[src/rtl/data_cache.sv]
// Direct-mapped, write-back data cache with a 4-byte block and a
// READ/WRITE/BUSYWAIT handshake on both the CPU and the memory side.
//
// state     | meaning
// IDLE      | serving hits; a miss picks WRITEBACK (dirty victim) or FETCH
// WRITEBACK | pushing the dirty victim block to memory
// FETCH     | reading the requested block from memory
// UPDATE    | installing the fetched block, line becomes valid and clean
module data_cache #(
    parameter int INDEX_BITS = 3
) (
    input  logic        CLK,
    input  logic        RESET,
    input  logic        READ,
    input  logic        WRITE,
    input  logic [7:0]  ADDRESS,
    input  logic [7:0]  WRITEDATA,
    output logic [7:0]  READDATA,
    output logic        BUSYWAIT,
    output logic        MEM_READ,
    output logic        MEM_WRITE,
    output logic [5:0]  MEM_ADDRESS,
    output logic [31:0] MEM_WRITEDATA,
    input  logic [31:0] MEM_READDATA,
    input  logic        MEM_BUSYWAIT
);

    localparam int LINES    = 1 << INDEX_BITS;
    localparam int TAG_BITS = 6 - INDEX_BITS;

    typedef enum logic [1:0] {
        IDLE      = 2'd0,
        WRITEBACK = 2'd1,
        FETCH     = 2'd2,
        UPDATE    = 2'd3
    } state_t;

    state_t state_q, state_d;

    logic [31:0]         data_q  [LINES];
    logic [TAG_BITS-1:0] tag_q   [LINES];
    logic [LINES-1:0]    valid_q;
    logic [LINES-1:0]    dirty_q;

    logic [TAG_BITS-1:0]   tag;
    logic [INDEX_BITS-1:0] idx;
    logic [1:0]            off;
    logic [31:0]           line;
    logic                  req;
    logic                  hit;
    logic                  wr_hit;

    assign tag    = ADDRESS[7:2+INDEX_BITS];
    assign idx    = ADDRESS[1+INDEX_BITS:2];
    assign off    = ADDRESS[1:0];
    assign line   = data_q[idx];
    assign req    = READ | WRITE;
    assign hit    = valid_q[idx] & (tag_q[idx] == tag);
    // A simultaneous READ and WRITE is resolved as a store.
    assign wr_hit = (state_q == IDLE) & WRITE & hit;

    assign READDATA = hit ? line[{off, 3'b000} +: 8] : 8'h00;

    always_ff @(posedge CLK or posedge RESET) begin
        if (RESET) begin
            state_q <= IDLE;
        end else begin
            state_q <= state_d;
        end
    end

    always_comb begin
        state_d       = state_q;
        BUSYWAIT      = 1'b0;
        MEM_READ      = 1'b0;
        MEM_WRITE     = 1'b0;
        MEM_ADDRESS   = 6'd0;
        MEM_WRITEDATA = 32'd0;
        case (state_q)
            IDLE: begin
                BUSYWAIT = req & ~hit;
                if (req && !hit) begin
                    state_d = dirty_q[idx] ? WRITEBACK : FETCH;
                end
            end
            WRITEBACK: begin
                BUSYWAIT      = 1'b1;
                MEM_WRITE     = 1'b1;
                MEM_ADDRESS   = {tag_q[idx], idx};
                MEM_WRITEDATA = line;
                if (!MEM_BUSYWAIT) begin
                    state_d = FETCH;
                end
            end
            FETCH: begin
                BUSYWAIT    = 1'b1;
                MEM_READ    = 1'b1;
                MEM_ADDRESS = {tag, idx};
                if (!MEM_BUSYWAIT) begin
                    state_d = UPDATE;
                end
            end
            UPDATE: begin
                BUSYWAIT = 1'b1;
                state_d  = IDLE;
            end
            default: state_d = IDLE;
        endcase
        // No stall is claimed while the cache is being held in reset.
        if (RESET) begin
            BUSYWAIT = 1'b0;
        end
    end

    always_ff @(posedge CLK or posedge RESET) begin
        if (RESET) begin
            valid_q <= '0;
            dirty_q <= '0;
        end else if (state_q == UPDATE) begin
            valid_q[idx] <= 1'b1;
            dirty_q[idx] <= 1'b0;
        end else if (wr_hit) begin
            dirty_q[idx] <= 1'b1;
        end
    end

    // Payload needs no reset: valid gates every use, and an async reset
    // forces state_q out of UPDATE so an aborted miss writes nothing.
    always_ff @(posedge CLK) begin
        if (state_q == UPDATE) begin
            data_q[idx] <= MEM_READDATA;
            tag_q[idx]  <= tag;
        end else if (wr_hit) begin
            data_q[idx][{off, 3'b000} +: 8] <= WRITEDATA;
        end
    end

endmodule

[config.mk]
export PLATFORM = sky130hd
export DESIGN_NAME = data_cache
export DESIGN_NICKNAME = d
export VERILOG_FILES = /design/src/rtl/data_cache.sv
export SDC_FILE = /design/constraint.sdc
export NUM_CORES = 1
export LEC_CHECK = 0
export BUFFER_PORTS_ARGS = -buffer_cell sky130_fd_sc_hd__buf_4
export CAP_MARGIN = 15
export CORE_UTILIZATION = 30
export CTS_CLUSTER_DIAMETER = 120
export DETAILED_ROUTE_END_ITERATION = 16
export PLACE_DENSITY = 0.53
export RECOVER_POWER = 100
export SLEW_MARGIN = 20
export SYNTH_ARGS = -nofsm -noshare
export SYNTH_HDL_FRONTEND = slang
export SYNTH_SLANG_ARGS = --single-unit
[constraint.sdc]
create_clock -name CLK -period 7.08 [get_ports CLK]
set_input_delay 1.416 -clock CLK [delete_from_list [all_inputs] [get_ports CLK]]
set_output_delay 1.416 -clock CLK [all_outputs]
set_load 0.02 [all_outputs]
* Word level (Yosys, flattened, before mapping)
Memories as Yosys holds them, arrays and structs flattened. Index checks and enable logic that the tools add are counted. Widths: inputs -> output; s select.
Storage, ports and cells: flip-flop bits (word level) 18, bits in latches 0, RAM bits 280, ROM bits 0, memories kept 2
Memory list:
- data_q | depth 8, width 32, rd ports 1, clocked after memory_dff 0, write ports 1, RTL line 40 | logic [31:0] data_q [LINES];
- tag_q | depth 8, width 3, rd ports 1, clocked after memory_dff 0, write ports 1, RTL line 41 | logic [TAG_BITS-1:0] tag_q [LINES];
Cells by class: add/sub/neg operators 1, multiply operators 0, div/mod/pow operators 0, $lt $le $gt $ge 2, eq/ne operators 7, shifts and indexed selects 3, multiplexer cells 57, bitwise logic cells 42, reduce and logical (&&, ||, !) cells 7
Operators with widths (count):
- $mux 32 | 2
- $mux 1 | 42
- $or 1x1->1 | 33
- $shift 8x7->32 const A | 1
- $shiftx 32x6->8 | 1
- $shiftx 8x7->32 | 1
- $mux 8 | 3
- $or 8x8->8 | 2
- $pmux 6 s2 | 1
- $and 8x8->8 | 1
- $mux 2 | 4
- $not 8->8 | 1
- $pmux 2 s4 | 1
- $neg 5->7 | 1
- $bmux 1 s3 | 2
- $and 1x1->1 | 4
- $eq 2x2->1 const B | 2
- $lt 3x4->1 const B | 1
- $ne 2x2->1 const B | 2
- $demux 1 s3 | 1
- $eq 3x3->1 | 1
- $ge 3x1->1 const B | 1
- $reduce_and 3->1 | 1
- $reduce_or 3->1 | 1
- other kinds (8) | 9

* Logic depth before layout (Yosys ltp)
word-level depth 8, depth in mapped cells 10, depth with buffers taken out 7

* Least setup slack after synthesis
OpenSTA, ideal clock, no wires.
path type in2out, from in ADDRESS[2], to out READDATA[2], arrival 3208 ps, slack 2456 ps, cell stages on the path 9, path buffers 3, path through buf_6 -> buf_6 -> buf_2 -> nor2_1 -> a22oi_1 -> o22ai_1 -> a21oi_1 -> mux4_2 -> nor2_1
On the way: word-level cells in the longest chain between the ends 4, elaborated cells on any way between the ends 8, those cells by class eq/ne (1); shift (1); mux (3); bitwise (1); memory (2)
Ends and longest elaborated chain:
- start: declaration | RTL line 16 | input logic [7:0] ADDRESS,
- branches (longest 3 deep; another with $mem_v2 8x32)
- $mux 8 * | RTL line 62 | assign READDATA = hit ? line[{off, 3'b000} +: 8] : 8'h00;
- end: declaration | RTL line 18 | output logic [7:0] READDATA,
Every way passes the cells marked *. The select of a mux whose other input is x is not followed.

* Final worst setup path
from in ADDRESS[3], to out READDATA[5]
The elaborated chain is that of the path after synthesis.

==> impl_metrics.toml <==
[synth]
synth_top_family_by_area = "multiplexers"
ys_seq_elements = 298
synth_largest_area_cell = "edfxtp_1"
ys.flop_type = "edfxtp_1"
synthAdderAreaFrac = 0.00846
synthTopCellsByCount = "280 x edfxtp_1, 85 x mux2i_1, 67 x nand2_1"
yosysTopAreaCellShare = 0.631
synth_nets = 928
synth_cell_types = 59
synth_xor_area_frac = 0
synthSimpleGateAreaFrac = 0.0720
ys_warn_count = 0
synth.avg_cell_area_sq_um = 15.4
synth_compound_area_frac = 0.0872
synthArstFlopShare = 0.0604
yosysMostFrequentCell = "edfxtp_1"
yosysSeqAreaShare = 0.665
yosys-top-cells-area = "edfxtp_1 63%, mux2i_1 6.4%, mux4_2 5.6%, dfrtp_1 3.4%, o21a_1 1.9%"
synth_mux_area_frac = 0.130
syn_inst = 866
syn_area_sq_mm = 0.0133
synth-edff-count = 280

[drt]
drt_iter0_drc = 821
routed_via_density = 5.17
first_pass_iters = 6
drtAntennaViolNets = 0
via_count = 8155
wl_per_cell_um = 25.8
drt_wl_total_mm = 40.7
route.detailed.drc = 0

[cts]
cts-root-buf = "clkbuf_16"
hold_buffers = 0
cts_buffers = 34
tritoncts = "yes"
htreeDepth = 2
clk_pin_slew_worst_paths_ns = 0.06
cts_num_sinks = 298
cts-resized-gates = 0
worstSkewPairLatency_ns = 0.50
clockBufferDepth = 3
cts_setup_buffers = 0

[pwr]
internal-power_mw = 3.21
p_sw_frac = 0.275
clkPwrFrac = 0.364
p_per_area_mw_per_mm2 = 288
ir_worst_vdd_uv = 152
p_leak_nw = 5.25
switchingPower_mw = 1.22
pwr-share-comb = 0.172
sequentialPowerShare = 0.463

[sta]
rsz0062_at_grt = "no"
fin_skew_ns = 0.0153
fmax_mhz = 155
min_period_over_period = 0.911
worst_slack_ns = 0.629
finalCriticalPeriod_ns = 6.45
setup_viol = 0
drv_slew = 73
hold_viol = 0
max_slew_margin = -0.156
max_slew.worst_pin.slew_ns = 1.73
setup-tns-final_ns = 0
finalHoldWorstSlack_ns = 0.458

[worst_setup_path]
critPathLaunchType = "input port"
critical_path_arrival_ns = 5.04
reg2reg_depth = 6
r2r-start = "tag_q[5][0]"
reg2reg_to = "data_q[3][18]"
path_max_fanout = 40
regToRegSetupSlack_ns = 3.16
worstSetupPathType = "input port to output port"
cp.required_ns = 5.66
crit_path_end_kind = "output port"

[hold_path]
min-delay-start = "valid_q[0]"
min-delay-path-class = "register to register"
hold_path_end = "valid_q[0]"
hold-path-cell-count = 1

[cells_and_area]
diodes = 0
area_delta_synth_final_pct = 15.6
drive_gt1_frac = 0.173
stdcell_area_sq_mm = 0.0154
nets = 1032
finalNonFillerCells = 1578

[placed_design]
place_ws_ns = 1.38
placedCellCount = 1519
numPortBuffers = 101
hpwl_mm = 27.6
globalplace.congestion = 0.849
dpl_cell_area_sq_mm = 0.0146

[floorplanning]
num_io_pins = 102
placementRows = 76
initial_utilization = 0.306
design.die.area_sq_mm = 0.0452
die_w_um = 213
fp.coreArea_sq_mm = 0.0435
die_h_um = 213

[global_routing]
grt_overflow = 0
grt_pass1_wl_mm = 57.3
grtUsageTotal = 0.180
antenna_found_initial = 0
grt_pass1_vias = 7967
grt_max_degree = 51

[status]
status = "complete, but fails checks"
violations = "max-capacitance violations, max-slew violations"

[flow_run]
drv_cap = 3
==> cells by family after synthesis <==
logic type | after synthesis
buffers and inverters | 98
AO/OA/AOI/OAI | 149
multiplexers | 130
flip-flops | 298
AND/OR/NAND/NOR | 182
adder cells (fa/ha/maj) | 9
==> layer usage <==
layer | GRT usage | wire [um] | vias up
met4 | 0.0365 | 747 | 0
met3 | 0.0506 | 3830 | 68
li1 | - | - | 3534
met5 | 0 | 0 | -
met1 | 0.252 | 17900 | 4159
met2 | 0.279 | 18100 | 394
==> sequential cells by signal, summed over array words and instances (netlist names), named ones only <==
signal	count
data_q	256
tag_q	24
state_q	2
valid_q	8
==> power groups by stage <==
| stage | clock network (mW) | registers, mW | logic [mW] |
|---|---|---|---|
| after CTS | 1.64 | 2.05 | 0.811 |
| after global placement | 0 | 2.09 | 0.803 |
| final | 1.62 | 2.05 | 0.764 |
| after floorplan | 0 | 2.08 | 0.495 |
| after global routing | 1.70 | 2.06 | 0.814 |
| after detailed placement | 0 | 2.09 | 0.808 |
==> how the worst max path moves through the flow <==
stage	end	slack (ns)	startpoint
floorplan	READDATA[2]	2.46	ADDRESS[2]
finish	READDATA[5]	0.63	ADDRESS[3]
global route	READDATA[5]	0.61	ADDRESS[3]
global placement	READDATA[1]	1.16	ADDRESS[3]
detailed placement	READDATA[1]	1.38	ADDRESS[4]
CTS	READDATA[1]	1.38	ADDRESS[4]
==> cell usage in the layout (no fill, tap or decap), types with 3 or more instances in the layout <==
master | synthesis | layout
edfxtp_1 | 280 | 280
mux2i_1 | 85 | 85
nand2_1 | 67 | 67
buf_4 | 8 | 65
clkbuf_1 | 21 | 59
inv_1 | 46 | 46
nor2b_1 | 39 | 38
clkbuf_16 | 0 | 35
o21a_1 | 34 | 34
mux4_2 | 33 | 33
nor2_1 | 31 | 31
a22oi_1 | 21 | 21
o22ai_1 | 17 | 18
dfrtp_1 | 18 | 18
a221oi_1 | 17 | 17
a21oi_1 | 10 | 10
mux2_2 | 12 | 10
nand2b_1 | 9 | 9
clkinv_1 | 1 | 9
ha_1 | 9 | 9
o21ai_0 | 7 | 8
a22o_1 | 8 | 8
a32o_1 | 8 | 8
and2_1 | 9 | 6
clkinv_2 | 0 | 6
nand3_1 | 4 | 5
and2_0 | 1 | 4
or2_2 | 4 | 4
nor3_4 | 5 | 3
nor3_1 | 2 | 3
a221o_1 | 3 | 3
o211ai_1 | 3 | 3
a21boi_0 | 3 | 3
nor3b_1 | 3 | 3
==> worst max-delay path: stages <==
cell	delay, ns
buf_4	0.51
clkbuf_1	0.87
and3_1	0.26
clkbuf_1	0.62
a221oi_1	0.35
mux4_2	0.51
nor2_1	0.24
buf_4	0.21
==> area by class of cell <==
type	count	area [sq um]
multi-input combinational	470	3930
sequential	298	8860
inverter	48	180
clock buffer	42	902
fill	4233	28100
timing repair buffer	118	691
clock inverter	17	106
tap	585	732
==> per-stage QoR <==
stage / util / power (mW)
5_1_grt: 0.354 / 4.58
3_3_place_gp: 0.336 / 2.89
3_5_place_dp: 0.336 / 2.90
6_report: 0.354 / 4.43
2_1_floorplan: - / 2.57
4_1_cts: 0.360 / 4.50
(Power assumes the default switching activity.)
